**config.mk**
```make
export PLATFORM = sky130hd
export DESIGN_NAME = bcd_excess3_seq
export DESIGN_NICKNAME = d
export VERILOG_FILES = /design/src/rtl/bcd_pkg.sv /design/src/rtl/bcd_excess3_digit.sv /design/src/rtl/bcd_excess3_seq.sv
export SDC_FILE = /design/constraint.sdc
export NUM_CORES = 1
export LEC_CHECK = 0
export BUFFER_PORTS_ARGS = -buffer_cell sky130_fd_sc_hd__buf_4
export CAP_MARGIN = 10
export CORE_ASPECT_RATIO = 1.4
export CORE_MARGIN = 1
export CORE_UTILIZATION = 53
export DETAILED_ROUTE_END_ITERATION = 12
export GPL_ROUTABILITY_DRIVEN = 0
export HOLD_SLACK_MARGIN = 0.06
export PLACE_DENSITY = 0.79
export SLEW_MARGIN = 20
export SYNTH_ARGS = -nofsm -noshare
export SYNTH_HDL_FRONTEND = slang
export SYNTH_SLANG_ARGS = --single-unit
```
**constraint.sdc**
```tcl
create_clock -name clk -period 2.88 [get_ports clk]
set_input_delay 0.288 -clock clk [delete_from_list [all_inputs] [get_ports clk]]
set_output_delay 0.288 -clock clk [all_outputs]
set_load 0.03 [all_outputs]
```
**src/rtl/bcd_pkg.sv**
```systemverilog
// Shared types and constants for the BCD-to-Excess-3 sequencer.
package bcd_pkg;

  typedef enum logic [1:0] {
    IDLE = 2'd0,
    CONV = 2'd1,
    DONE = 2'd2
  } state_t;

  localparam logic [3:0] BCD_MAX      = 4'd9;
  localparam logic [3:0] EXC3_OFFSET  = 4'd3;
  localparam logic [3:0] EXC3_INVALID = 4'h0;

  function automatic logic is_bcd_invalid(input logic [3:0] d);
    return (d > BCD_MAX);
  endfunction

endpackage

```
**src/rtl/bcd_excess3_digit.sv**
```systemverilog
// Combinational single-digit BCD to Excess-3 converter with invalid-digit flag.
module bcd_excess3_digit
  import bcd_pkg::*;
(
  input  logic [3:0] bcd_i,
  output logic [3:0] exc_o,
  output logic       invalid_o
);

  always_comb begin
    invalid_o = is_bcd_invalid(bcd_i);
    exc_o     = invalid_o ? EXC3_INVALID : (bcd_i + EXC3_OFFSET);
  end

endmodule

```
**src/rtl/bcd_excess3_seq.sv**
```systemverilog
// Multi-digit BCD to Excess-3 sequencer: one digit per cycle through a single shared converter.
module bcd_excess3_seq
  import bcd_pkg::*;
#(
  parameter int unsigned DIGITS = 4
) (
  input  logic                  clk,
  input  logic                  rst_n,
  input  logic                  in_valid,
  output logic                  in_ready,
  input  logic [4*DIGITS-1:0]   in_bcd,
  output logic                  out_valid,
  input  logic                  out_ready,
  output logic [4*DIGITS-1:0]   out_exc,
  output logic                  out_err,
  output logic                  busy
);

  localparam int unsigned IDXW = (DIGITS > 1) ? $clog2(DIGITS) : 1;
  localparam logic [IDXW-1:0] LAST_IDX = IDXW'(DIGITS - 1);

  state_t                state_q, state_d;
  logic [IDXW-1:0]       idx_q, idx_d;
  logic [4*DIGITS-1:0]   src_q, src_d;
  logic [4*DIGITS-1:0]   result_q, result_d;
  logic                  err_q, err_d;

  logic [3:0]            cur_digit;
  logic [3:0]            cur_exc;
  logic                  cur_invalid;

  assign cur_digit = src_q[4*idx_q +: 4];

  bcd_excess3_digit u_digit (
    .bcd_i     (cur_digit),
    .exc_o     (cur_exc),
    .invalid_o (cur_invalid)
  );

  always_ff @(posedge clk or negedge rst_n) begin
    if (!rst_n) begin
      state_q  <= IDLE;
      idx_q    <= '0;
      src_q    <= '0;
      result_q <= '0;
      err_q    <= 1'b0;
    end else begin
      state_q  <= state_d;
      idx_q    <= idx_d;
      src_q    <= src_d;
      result_q <= result_d;
      err_q    <= err_d;
    end
  end

  always_comb begin
    state_d  = state_q;
    idx_d    = idx_q;
    src_d    = src_q;
    result_d = result_q;
    err_d    = err_q;

    unique case (state_q)
      IDLE: begin
        if (in_valid) begin
          src_d   = in_bcd;
          idx_d   = '0;
          err_d   = 1'b0;
          state_d = CONV;
        end
      end
      CONV: begin
        result_d[4*idx_q +: 4] = cur_exc;
        err_d                  = err_q | cur_invalid;
        if (idx_q == LAST_IDX) begin
          state_d = DONE;
        end else begin
          idx_d = idx_q + IDXW'(1);
        end
      end
      DONE: begin
        if (out_ready) begin
          state_d = IDLE;
        end
      end
      default: state_d = IDLE;
    endcase
  end

  // Result registers are only written in CONV, so they hold stable throughout DONE.
  assign in_ready  = (state_q == IDLE);
  assign out_valid = (state_q == DONE);
  assign busy      = (state_q != IDLE);
  assign out_exc   = result_q;
  assign out_err   = err_q;

endmodule
```
; Word level (Yosys, flattened, before mapping)
; Index checks and enable logic that the tools add are counted.
; W data, S select, Z words.
[word_totals]
regBits = 37
input_bits = 20
word_cells = 38
[classes]
shift = 3
addsub = 3
reduce_logical = 7
n_eq_ne = 7
n_bitwise = 1
magnitude_cmp = 1
muxes = 11
[op_table]
columns = operator, n
row1 = $neg A4 Y34, 1
row2 = $shift A4 B34 Y16 const A, 1
row3 = $shiftx A4 B34 Y16, 1
row4 = $bwmux W16, 1
row5 = $shiftx A16 B5 Y4, 1
row6 = $mux W2, 5
row7 = $ne A2 B2 Y1 const B, 3
row8 = $pmux W2 S3, 1
row9 = $reduce_and A3 Y1, 2
row10 = $add A4 B2 Y4 const B, 1
row11 = $eq A2 B2 Y1 const B, 2
row12 = $gt A4 B4 Y1 const B, 1
row13 = $mux W4, 1
row14 = $pmux W2 S2, 1
row15 = $reduce_and A2 Y1, 2
row16 = $reduce_bool A2 Y1, 2
row17 = $add A2 B1 Y2 const B, 1
row18 = $eq A2 B1 Y1 const B, 1
row19 = $logic_not A2 Y1, 1
row20 = $ne A2 B1 Y1 const B, 1
row21 = $pmux W1 S2, 1
row22 = $mux W1, 1
row23 = $or A1 B1 Y1, 1

; Depth between registers and ports, before layout
[depth]
word_depth = 5
ltp_mapped = 8
mapped_depth_nobuf = 7

; Modules after synthesis
; From an unflattened synthesis, not the netlist that was laid out.
[unflattened]
hier_cells = 136
hier_area_um2 = 1820.5
[modules_own_cells]
columns = module, cells_per_inst, instances, area_per_inst_um2
row1 = bcd_excess3_seq, 123, 1, 1716.6
row2 = bcd_excess3_digit, 13, 1, 103.8

; Least setup slack after synthesis
; Ideal clock, no wire load.
[synth_timing]
path_type = register to register
start = reg idx_q[0]
end = reg result_q[15], in the netlist out_exc[15]
arrival_ns = 1.885
setup_slack_ns = 0.891
period_less_slack_ns = 1.989
path_buffers = 1
path_stages_with_launch = 9
setup_ns = 0.104
cell_sequence = dfrtp_1 -> buf_6 -> mux4_1 -> inv_1 -> ha_1 -> nor2_1 -> nor2_1 -> a22oi_2 -> o41ai_2
[synth_via]
elab_chain_len = 5
[synth_lines]
columns = element, line
row1 = "start, declared", bcd_excess3_seq.sv:23  ; logic [IDXW-1:0] idx_q, idx_d;
row2 = "start signal, assigned", bcd_excess3_seq.sv:49  ; idx_q <= idx_d;
row3 = $shiftx A16 B5 Y4, bcd_excess3_seq.sv:32  ; assign cur_digit = src_q[4*idx_q +: 4];
row4 = $add A4 B2 Y4 or $gt A4 B4 Y1 (tied branches), "bcd_excess3_digit.sv:12, bcd_pkg.sv:15"
row5 = $mux W4, bcd_excess3_digit.sv:12  ; exc_o = invalid_o ? EXC3_INVALID : (bcd_i + EXC3_OFFSET);
row6 = $shiftx A4 B34 Y16, bcd_excess3_seq.sv:73  ; result_d[4*idx_q +: 4] = cur_exc;
row7 = $bwmux W16 *, bcd_excess3_seq.sv:73
row8 = "end signal, assigned", bcd_excess3_seq.sv:51  ; result_q <= result_d;
row9 = "end, declared", bcd_excess3_seq.sv:25  ; logic [4*DIGITS-1:0] result_q, result_d;
; Every way passes the cells marked *; elsewhere a longest branch is shown, timed or not.
; A chain may end at the register's enable or synchronous reset.

; Worst setup path in the final report
[layout_timing]
start = reg idx_q[0]
end = reg result_q[9], in the netlist out_exc[9]
; Same word-level chain as after synthesis.

==> flow_summary_export.csv <==
group,metric,value,unit
floorplan,die_h,69.8,µm
critical_path,worst_setup_path_start_kind,"register",
critical_path,worstPathRequired,3.11,ns
placement,port_buffers,39,
critical_path,critPathMostFrequentCell,"nor2_1",
critical_path,r2r_end,"out_exc[9]",
timing,rsz0062_at_grt,"false",
detailed_routing,via_per_inst,5.38,
clock_tree,cts.clk_slew.worst_paths,0.07,ns
global_routing,use_met2,42.8,%
timing,drv_slew,0,
yosys,ys_types,29,
critical_path,r2r_slack,0.54,ns
power,switching_power,0.00126,W
hold_path,hold_class,"input pin to register",
critical_path,worst-r2r-cell-count,7,
placement,post-dp-hpwl,2730,µm
clock_tree,htreeDepth,2,
yosys,syn_inst,168,
yosys,synth.avg_cell_area,10.4,µm²
yosys,yosys.area.top_type,"dfrtp_1",
yosys,synth_top_area_share,53.2,%
global_routing,busiest_layer,"met2",
detailed_routing,wl,3620,µm
clock_tree,cts_tree,"built",
detailed_routing,drtAntennaViolNets,0,
global_routing,grt_pass1_wl,6420,µm
floorplan,num_rows,24,
detailed_routing,route.detailed.drc,0,
clock_tree,cts_made_buffers,5,
power,p_clk_share,13.9,%
timing,post-route-min-period,2.34,ns
global_routing,grt-ovfl-total,0,
yosys,syn-num-nets,196,
critical_path,crit_chain,"mux4_1, inv_1, ha_1, nor2_1, o21a_1, nor2_1, a22o_1",
cells_and_area,area_delta_synth_final,24.9,%
global_routing,gr-usage-met1,28.3,%
power,peakVddDrop,0.715,mV
hold_path,min_to,"src_q[10]",
power,comb_power_share,53.4,%
timing,worstMarginPinSlew,0.540,ns
timing,layout_worst_path_cycle_share,81.3,%
timing,worst_slack,0.537,ns
cells_and_area,fin_nets,239,
detailed_routing,avgRoutedWirePerCell,14.4,µm
cells_and_area,drive_gt1_share,26.9,%
cells_and_area,antenna-diode-count,0,
detailed_routing,drt-initial-drc-count,35,
status,status,"complete, no violations",
timing,setup_viol,0,
yosys,ys_ff_latch,37,
global_routing,grt_max_degree,38,
cells_and_area,fin_util,69.6,%
yosys,ys_async_sr_fraction,100,%
timing,tns,0,ns
hold_path,hold_depth,3,
timing,finalHoldViolations,0,
yosys,synthTopCellsByArea,"dfrtp_1, nand2_1, a22o_1",
floorplan,coreArea,0.00312,mm²
timing,fmax,427,MHz
timing,relSlewSlack,63.9,%
clock_tree,cts.path.max_buffers,2,
yosys,syn_area,0.00174,mm²
power,powerDensity,1290,mW/mm²
global_routing,track_usage,24.6,%
floorplan,initial_core_util,55.7,%
global_routing,grt_pass1_vias,1409,
clock_tree,cts_root_buffer,"clkbuf_8",
detailed_routing,vias,1350,
critical_path,crit_path_max_incr_delay,0.64,ns
clock_tree,clk_latency,0.29,ns
floorplan,die_w,50.4,µm
timing,fin_skew,0.00461,ns
critical_path,crit_type,"register to register",
critical_path,rr_startpoint,"idx_q[0]",
clock_tree,cts_sinks,37,
power,internal_power,0.00156,W
yosys,synth_seq_area_share,53.2,%
yosys,yosysWarnings,0,
power,p_seq_share,32.6,%
critical_path,worst_path_max_delay_cell,"dfrtp_1",
floorplan,ioPinCount,40,
global_routing,antenna_found_initial,0,
critical_path,end_kind,"register",
critical_path,startpoint,"idx_q[0]",
placement,pre_cts_ws,0.540,ns
power,power.switching_fraction,44.7,%
flow_run,drv_cap,0,
critical_path,critPathArrivalTime,2.57,ns
floorplan,die-area,0.00352,mm²
yosys,synth_edf_count,0,
power,p_leak,1.15,nW
clock_tree,cts_setup_buffers,0,
global_routing,met3_usage,4.82,%
critical_path,critPathMaxFanout,13,
hold_path,hold_path_startpoint,"in_bcd[10]",
yosys,synthFlopType,"dfrtp_1",
detailed_routing,drt_pass1_iterations,4,
## critical path, delay by kind of cell, from the launching register on
kind / cells / cell delay (ns)
flip-flops: 1 / 0.64
multiplexers: 1 / 0.63
AO/OA/AOI/OAI: 2 / 0.39
AND/OR/NAND/NOR: 2 / 0.32
adder cells (fa/ha/maj): 1 / 0.20
buffers and inverters: 1 / 0.10
## synthesized netlist by cell type, types with 2 or more instances
library cell	number
nand4_1	2
dfrtp_1	37
clkbuf_1	4
o21ai_0	3
a22o_1	14
mux4_2	3
inv_1	9
nor2_1	8
o21ai_1	3
nand2_1	58
nor2b_1	2
ha_1	8
## placed cells by master (no fill, tap or decap)
cell	n
or3_2	1
dlygate4sd3_1	1
mux4_1	1
inv_1	9
o21ai_1	3
a211oi_1	1
or2b_1	1
a21o_2	1
buf_4	40
o21ai_0	3
clkbuf_8	7
o21a_1	1
nor3_1	1
mux4_2	3
nand4_1	2
or4bb_1	1
nor2_1	8
clkinv_2	1
dfrtp_1	37
ha_1	8
or2_0	1
and3b_2	1
and3_1	1
nor2b_1	2
a22oi_2	1
a22o_1	14
and4_1	1
o41ai_2	1
nand2_1	58
and2_1	1
nor2b_4	1
## logic make-up after synthesis
logic type	count (synthesis)	share of synthesized area, %
adder cells (fa/ha/maj)	8	5.75
buffers and inverters	14	3.45
AND/OR/NAND/NOR	80	20.4
AO/OA/AOI/OAI	25	11.8
multiplexers	4	5.39
flip-flops	37	53.2
## through the flow
stage	hold slack [ns]	area (µm²)	std cells	power (W)
floorplan	-0.00759	1740	168	0.00196
global placement	0.261	2060	242	0.00235
detailed placement	0.270	2060	242	0.00242
CTS	0.179	2170	251	0.00282
global route	0.196	2170	251	0.00302
finish	0.185	2170	251	0.00281
## cell type report
class	count	area, µm²
Clock inverter	1	5.00
Fill cell	245	948
Timing Repair Buffer	41	310
Clock buffer	7	96.3
Tap cell	39	48.8
Sequential cell	37	926
Multi-Input combinational cell	117	754
Inverter	9	33.8
## power by group through the flow
stage | Clock (W) | Sequential [W] | Combinational [W]
3_3_place_gp | 0 | 0.000916 | 0.00143
6_report | 0.000392 | 0.000918 | 0.00150
4_1_cts | 0.000398 | 0.000921 | 0.00150
2_1_floorplan | 0 | 0.00105 | 0.000906
3_5_place_dp | 0 | 0.000930 | 0.00149
5_1_grt | 0.000420 | 0.000954 | 0.00164
## layer usage
layer	wire length, µm	vias to the layer above
met5	0	-
met4	89	0
met3	133	9
met2	1970	42
met1	1420	642
li1	-	657
## how the worst max path moves through the flow
stage             endpoint  slack (ns)  cells past startpoint
5_1_grt         out_exc[9]        0.35                      7
2_1_floorplan  out_exc[15]        0.89                      8
4_1_cts         out_exc[9]        0.53                      7
3_3_place_gp   out_exc[12]        0.68                      7
6_report        out_exc[9]        0.54                      7
3_5_place_dp   out_exc[13]        0.54                      7
## timing repair
action | in CTS | in global routing
gates resized for setup | 0 | 0
hold endpoints to repair | 37 | 0
hold buffers | 1 | 0
## sequential cells by signal, summed over array words and instances (netlist names)
register,count
out_exc,16
src_q,16
idx_q,2
state_q,2
out_err,1
Power figures use the tool's default switching activity.
